**src/rtl/seven_seg_pkg.sv**
```systemverilog
// Shared constants and helpers for the multiplexed seven-segment scanner:
// cathode patterns and the leading-zero significance mask.
package seven_seg_pkg;

  localparam logic [6:0] SEG_OFF = 7'h7F;

  // Active-low {g,f,e,d,c,b,a} patterns, entry n is hex digit n.
  localparam logic [15:0][6:0] SEG_PATTERN = {
    7'h0E, 7'h06, 7'h21, 7'h46, 7'h03, 7'h08, 7'h10, 7'h00,
    7'h78, 7'h02, 7'h12, 7'h19, 7'h30, 7'h24, 7'h79, 7'h40
  };

  // Bit i set when digit i is at or below the most-significant nonzero nibble;
  // digit 0 always counts as significant so an all-zero value still shows "0".
  function automatic logic [15:0] lzs_mask(input logic [63:0] val);
    logic [15:0] m;
    logic        seen;
    m    = 16'h0001;
    seen = 1'b0;
    for (int i = 15; i >= 0; i--) begin
      seen = seen | (val[4*i +: 4] != 4'h0);
      m[i] = m[i] | seen;
    end
    return m;
  endfunction

endpackage

```
**src/rtl/seven_seg_decode.sv**
```systemverilog
// Nibble to active-low cathode pattern; a dark digit drives all segments off.
module seven_seg_decode
  import seven_seg_pkg::*;
(
  input  logic [3:0] i_nib,
  input  logic       i_dark,
  output logic [6:0] o_cat
);

  // Pattern lookup with forced-off override
  always_comb begin
    o_cat = SEG_OFF;
    if (i_dark) begin
      o_cat = SEG_OFF;
    end else begin
      o_cat = SEG_PATTERN[i_nib];
    end
  end

endmodule

```
**src/rtl/seven_seg_scanner.sv**
```systemverilog
// Time-multiplexed seven-segment controller with blanking, decimal points,
// leading-zero suppression and frame-aligned (tear-free) content commit.
module seven_seg_scanner
  import seven_seg_pkg::*;
#(
  parameter int DIGITS = 8,
  parameter int DIV    = 100000
) (
  input  logic                  CLK,
  input  logic                  Reset,
  input  logic [4*DIGITS-1:0]   Value,
  input  logic [DIGITS-1:0]     DP,
  input  logic [DIGITS-1:0]     Blank,
  input  logic                  LZS,
  input  logic                  Load,
  output logic                  Pending,
  output logic                  FrameDone,
  output logic [DIGITS-1:0]     SevenSegAn,
  output logic [6:0]            SevenSegCat,
  output logic                  SevenSegDP
);

  localparam int CW = (DIV > 1) ? $clog2(DIV) : 1;
  localparam int IW = (DIGITS > 1) ? $clog2(DIGITS) : 1;

  logic [CW-1:0]         r_cnt;
  logic [IW-1:0]         r_idx;
  logic [4*DIGITS-1:0]   r_sh_val, r_act_val;
  logic [DIGITS-1:0]     r_sh_dp, r_act_dp, r_sh_blank, r_act_blank;
  logic                  r_pending, r_frame_done, r_dp;
  logic [DIGITS-1:0]     r_an;
  logic [6:0]            r_cat;

  logic                  w_tick, w_last, w_boundary;
  logic [15:0]           w_mask;
  logic [3:0]            w_nib;
  logic                  w_sel_dp, w_sel_blank, w_sel_sig, w_dark;
  logic [6:0]            w_cat;

  assign w_tick     = (r_cnt == CW'(DIV - 1));
  assign w_last     = (r_idx == IW'(DIGITS - 1));
  assign w_boundary = w_tick & w_last;
  assign w_mask     = lzs_mask(64'(r_act_val));

  // Refresh divider and digit index
  always_ff @(posedge CLK or negedge Reset) begin
    if (!Reset) begin
      r_cnt <= '0;
      r_idx <= '0;
    end else if (w_tick) begin
      r_cnt <= '0;
      r_idx <= w_last ? '0 : r_idx + IW'(1);
    end else begin
      r_cnt <= r_cnt + CW'(1);
    end
  end

  // Shadow capture and frame-boundary commit; a load in the boundary cycle bypasses the shadow
  always_ff @(posedge CLK or negedge Reset) begin
    if (!Reset) begin
      r_sh_val    <= '0;
      r_sh_dp     <= '0;
      r_sh_blank  <= '0;
      r_act_val   <= '0;
      r_act_dp    <= '0;
      r_act_blank <= '0;
      r_pending   <= 1'b0;
    end else if (Load && w_boundary) begin
      r_act_val   <= Value;
      r_act_dp    <= DP;
      r_act_blank <= Blank;
      r_pending   <= 1'b0;
    end else if (Load) begin
      r_sh_val    <= Value;
      r_sh_dp     <= DP;
      r_sh_blank  <= Blank;
      r_pending   <= 1'b1;
    end else if (w_boundary && r_pending) begin
      r_act_val   <= r_sh_val;
      r_act_dp    <= r_sh_dp;
      r_act_blank <= r_sh_blank;
      r_pending   <= 1'b0;
    end else begin
      r_pending   <= r_pending;
    end
  end

  // Per-digit field selection for the currently scanned digit
  always_comb begin
    w_nib       = 4'h0;
    w_sel_dp    = 1'b0;
    w_sel_blank = 1'b0;
    w_sel_sig   = 1'b0;
    for (int i = 0; i < DIGITS; i++) begin
      w_nib       = (r_idx == IW'(i)) ? r_act_val[4*i +: 4] : w_nib;
      w_sel_dp    = (r_idx == IW'(i)) ? r_act_dp[i]         : w_sel_dp;
      w_sel_blank = (r_idx == IW'(i)) ? r_act_blank[i]      : w_sel_blank;
      w_sel_sig   = (r_idx == IW'(i)) ? w_mask[i]           : w_sel_sig;
    end
    w_dark = w_sel_blank | (LZS & ~w_sel_sig);
  end

  seven_seg_decode u_decode (
    .i_nib  (w_nib),
    .i_dark (w_dark),
    .o_cat  (w_cat)
  );

  // Registered display drive and frame pulse
  always_ff @(posedge CLK or negedge Reset) begin
    if (!Reset) begin
      r_an         <= '1;
      r_cat        <= SEG_OFF;
      r_dp         <= 1'b1;
      r_frame_done <= 1'b0;
    end else begin
      r_an         <= w_dark ? '1 : ~(DIGITS'(1) << r_idx);
      r_cat        <= w_cat;
      r_dp         <= w_dark | ~w_sel_dp;
      r_frame_done <= w_boundary;
    end
  end

  assign Pending     = r_pending;
  assign FrameDone   = r_frame_done;
  assign SevenSegAn  = r_an;
  assign SevenSegCat = r_cat;
  assign SevenSegDP  = r_dp;

endmodule

```
**config.mk**
```make
export PLATFORM = sky130hd
export DESIGN_NAME = seven_seg_scanner
export DESIGN_NICKNAME = d
export VERILOG_FILES = /design/src/rtl/seven_seg_pkg.sv /design/src/rtl/seven_seg_decode.sv /design/src/rtl/seven_seg_scanner.sv
export SDC_FILE = /design/constraint.sdc
export NUM_CORES = 1
export LEC_CHECK = 0
export CAP_MARGIN = 10
export CORE_ASPECT_RATIO = 1.5
export CORE_UTILIZATION = 45
export DETAILED_ROUTE_END_ITERATION = 12
export PLACE_DENSITY = 0.72
export SLEW_MARGIN = 15
export SYNTH_ARGS = -nofsm -noshare
export SYNTH_HDL_FRONTEND = slang
export SYNTH_SLANG_ARGS = --single-unit
```
**constraint.sdc**
```tcl
create_clock -name CLK -period 3.7 [get_ports CLK]
set_input_delay 0.555 -clock CLK [delete_from_list [all_inputs] [get_ports CLK]]
set_output_delay 0.555 -clock CLK [all_outputs]
set_load 0.05 [all_outputs]
```
==> results.cfg, run 1 <==
[setup_path]
cp-start-kind = register
critPathBufInv = 2
r2r_start = r_idx[0]
worstPathCellList = inv_1, ha_1, nor2b_1, a221oi_1, a2111oi_0, o22ai_1, a21oi_1, inv_1, ha_1, mux2_2, nand2_1, o311ai_0
worstPathRequired_ns = 4.01
crit_arrival_ns = 3.49
reg2reg_depth = 12
endpoint_kind = register
criticalPathCategory = register to register
r2r_setup_slack_ns = 0.52
cp_max_fo = 6
cp_slowest_cell = a2111oi_0
max_stage_delay_ns = 0.44
r2r-end = SevenSegCat[6]
path_delay_family = compound AO/OA/AOI/OAI gates

[die]
initial_core_util_pct = 46.0
ios = 70
rows = 53
die-area_sq_um = 14800
coreArea_sq_um = 14000
die_y_um = 148
die_x_um = 99.6

[detailed_routing]
routed_wl_um = 15500
drt-initial-drc-count = 331
first_pass_iters = 4
route.detailed.drc = 0
ant_nets = 0
wire_per_inst_um = 15.8
via_per_inst = 5.43
vias = 5333

[logic_synthesis]
yosys_most_used_dff = dfrtp_1
synth_async_sr_flop_share_pct = 100
syn_nets = 786
synth_area_leaders = dfrtp_1 (46%), o21ai_0 (7.5%), dfstp_2 (6.5%), a21oi_1 (5.0%), nand2_1 (4.5%)
syn_area_sq_um = 6430
yosys.area.top_type_share_pct = 45.9
synth.distinct_cells = 46
postSynthAreaPerCell_sq_um = 8.91
synth_area_leader_cell = dfrtp_1
yosysWarnings = 0
synth_edf_count = 0
synth_cells = 722
synth_seq_cells = 134
ys_seq_area_share_pct = 52.4
synth_common_cells = dfrtp_1 (118), o21ai_0 (97), nand2_1 (77)
synthMostInstantiatedCell = dfrtp_1

[pwr]
finalPower_mw = 3.52
vdd_drop_max_uv = 295
total_leakage_power_nw = 3.52
powerDensity_nw_per_um2 = 443

[timing]
timing.final.crit_period_ns = 3.18
maxSlewViolCount = 0
fin_skew_ns = 0.00709
timing.final.crit_share_pct = 86.0
setup_tns_ns = 0
hold_violations = 0
setup_viol = 0
hold_slack_ns = 0.108
slew_headroom_pct = 40.9
rsz0062_at_grt = false
worstMarginPinSlew_ns = 0.881
fmax_mhz = 314

[finish]
area_growth_pct = 23.4
stdcell_area_sq_um = 7940
final_nets = 842
antenna_cells = 0
post-route-util_pct = 56.7
drive_above_1_share_pct = 9.99

[global_routing]
overflow = 0
grt_use_total_pct = 22.7
grt_antenna_before_repair = 0
grtUsageMet1_pct = 27.6
grt_first_pass_wirelength_um = 26000
first_global_vias = 5221
grtUsageMet2_pct = 39.0
grt-busiest-layer = met2
grt_max_degree = 95
met3_usage_pct = 4.98

[clock_tree]
cts-htree-levels = 4
clk_pin_slew_worst_paths_ns = 0.06
holdBufCountCts = 0
postCtsSetupBuffers = 0
clk_path_buf_depth = 2
numCtsBuffers = 17
clk_latency_ns = 0.42
clock_sinks = 134
ctsResizeCount = 0
cts_tree = yes
cts_root_buffer = clkbuf_16

[outcome]
status = finished clean

[placement]
routabilityCongestion = 0.961
io_buffers = 69
hpwl_um = 10800
placed_area_sq_um = 7310

[hold_path]
hold_class = primary input to async pin

[job]
drv_cap = 0
cells in the final DEF, fill, tap and decap left out, types with 16 or more instances in the layout:
cell	count
o21ai_0	97
nor2_1	62
a21oi_1	64
buf_4	16
nand2_1	77
clkdlybuf4s50_1	68
dfrtp_1	118
clkbuf_16	17
dfstp_2	16
nand3_1	57
o22ai_1	17
inv_1	55
flip-flops by register name (all words and copies together), names as in the netlist, 3 cells and up:
signal / flops
r_sh_val: 32
r_act_blank: 8
r_act_dp: 8
r_cnt: 17
r_sh_blank: 8
SevenSegCat: 7
r_sh_dp: 8
r_act_val: 32
r_idx: 3
SevenSegAn: 8
kinds of logic (layout without fill, tap and decap cells):
kind of cell / Yosys count / after routing / share of synthesized area [%]
AND/OR/NAND/NOR: 235 / 235 / 16.8
buffers and inverters: 106 / 175 / 6.38
flip-flops: 134 / 134 / 52.4
XOR/XNOR: 13 / 13 / 1.77
AO/OA/AOI/OAI: 210 / 210 / 18.3
adder cells (fa/ha/maj): 12 / 12 / 2.33
multiplexers: 12 / 12 / 2.04
power by group:
group          total [mW]  internal, mW  leakage, nW  switching, mW
sequential           1.53          1.51         1.70         0.0149
clock                1.77          1.13        0.307          0.632
combinational       0.221        0.0968         1.51          0.124
how the worst max path moves through the flow:
stage | startpoint | endpoint | slack (ns) | cells past startpoint
final | r_idx[0] | SevenSegCat[6] | 0.52 | 12
after global routing | r_idx[1] | SevenSegCat[6] | 0.16 | 12
after CTS | r_idx[0] | SevenSegCat[6] | 0.53 | 12
after detailed placement | r_idx[0] | SevenSegCat[6] | 0.55 | 12
after global placement | r_idx[0] | SevenSegCat[6] | 0.72 | 12
after floorplan | r_idx[0] | SevenSegCat[6] | 0.92 | 12
layout make-up:
type / count / area, sq um
clock buffers: 22 / 484
clock inverters: 10 / 143
fillers: 1169 / 6050
inverters: 58 / 218
multi-input cells: 482 / 2660
flip-flops and latches: 134 / 3370
well taps: 192 / 240
repair buffers: 85 / 821
metrics by stage:
step | cells | setup WS [ns]
finish | 983 | 0.517
global route | 983 | 0.162
CTS | 983 | 0.530
detailed placement | 951 | 0.547
global placement | 951 | 0.722
floorplan | 722 | 0.916
per-layer routing:
layer	up-vias	share of wire [%]
met1	2567	42
met5	-	0
met2	134	52
met3	26	3.8
li1	2606	-
met4	0	2.1
(Power assumes the default switching activity.)
==> inputs of run 2 (changes only) <==
--- a/config.mk
+++ b/config.mk
@@ -14,3 +14,4 @@
 export SYNTH_ARGS = -nofsm -noshare
 export SYNTH_HDL_FRONTEND = slang
 export SYNTH_SLANG_ARGS = --single-unit
+export TNS_END_PERCENT = 100
==> results of run 2 <==
The final DEF is identical to that of run 1; final timing and power are the same.
==> inputs of run 3 (changes only) <==
--- a/config.mk
+++ b/config.mk
@@ -10,7 +10,7 @@
 export CORE_UTILIZATION = 45
 export DETAILED_ROUTE_END_ITERATION = 12
 export PLACE_DENSITY = 0.72
-export SLEW_MARGIN = 15
+export SLEW_MARGIN = 20
 export SYNTH_ARGS = -nofsm -noshare
 export SYNTH_HDL_FRONTEND = slang
 export SYNTH_SLANG_ARGS = --single-unit
==> results of run 3 <==
The final DEF is identical to that of run 1; final timing and power are the same.
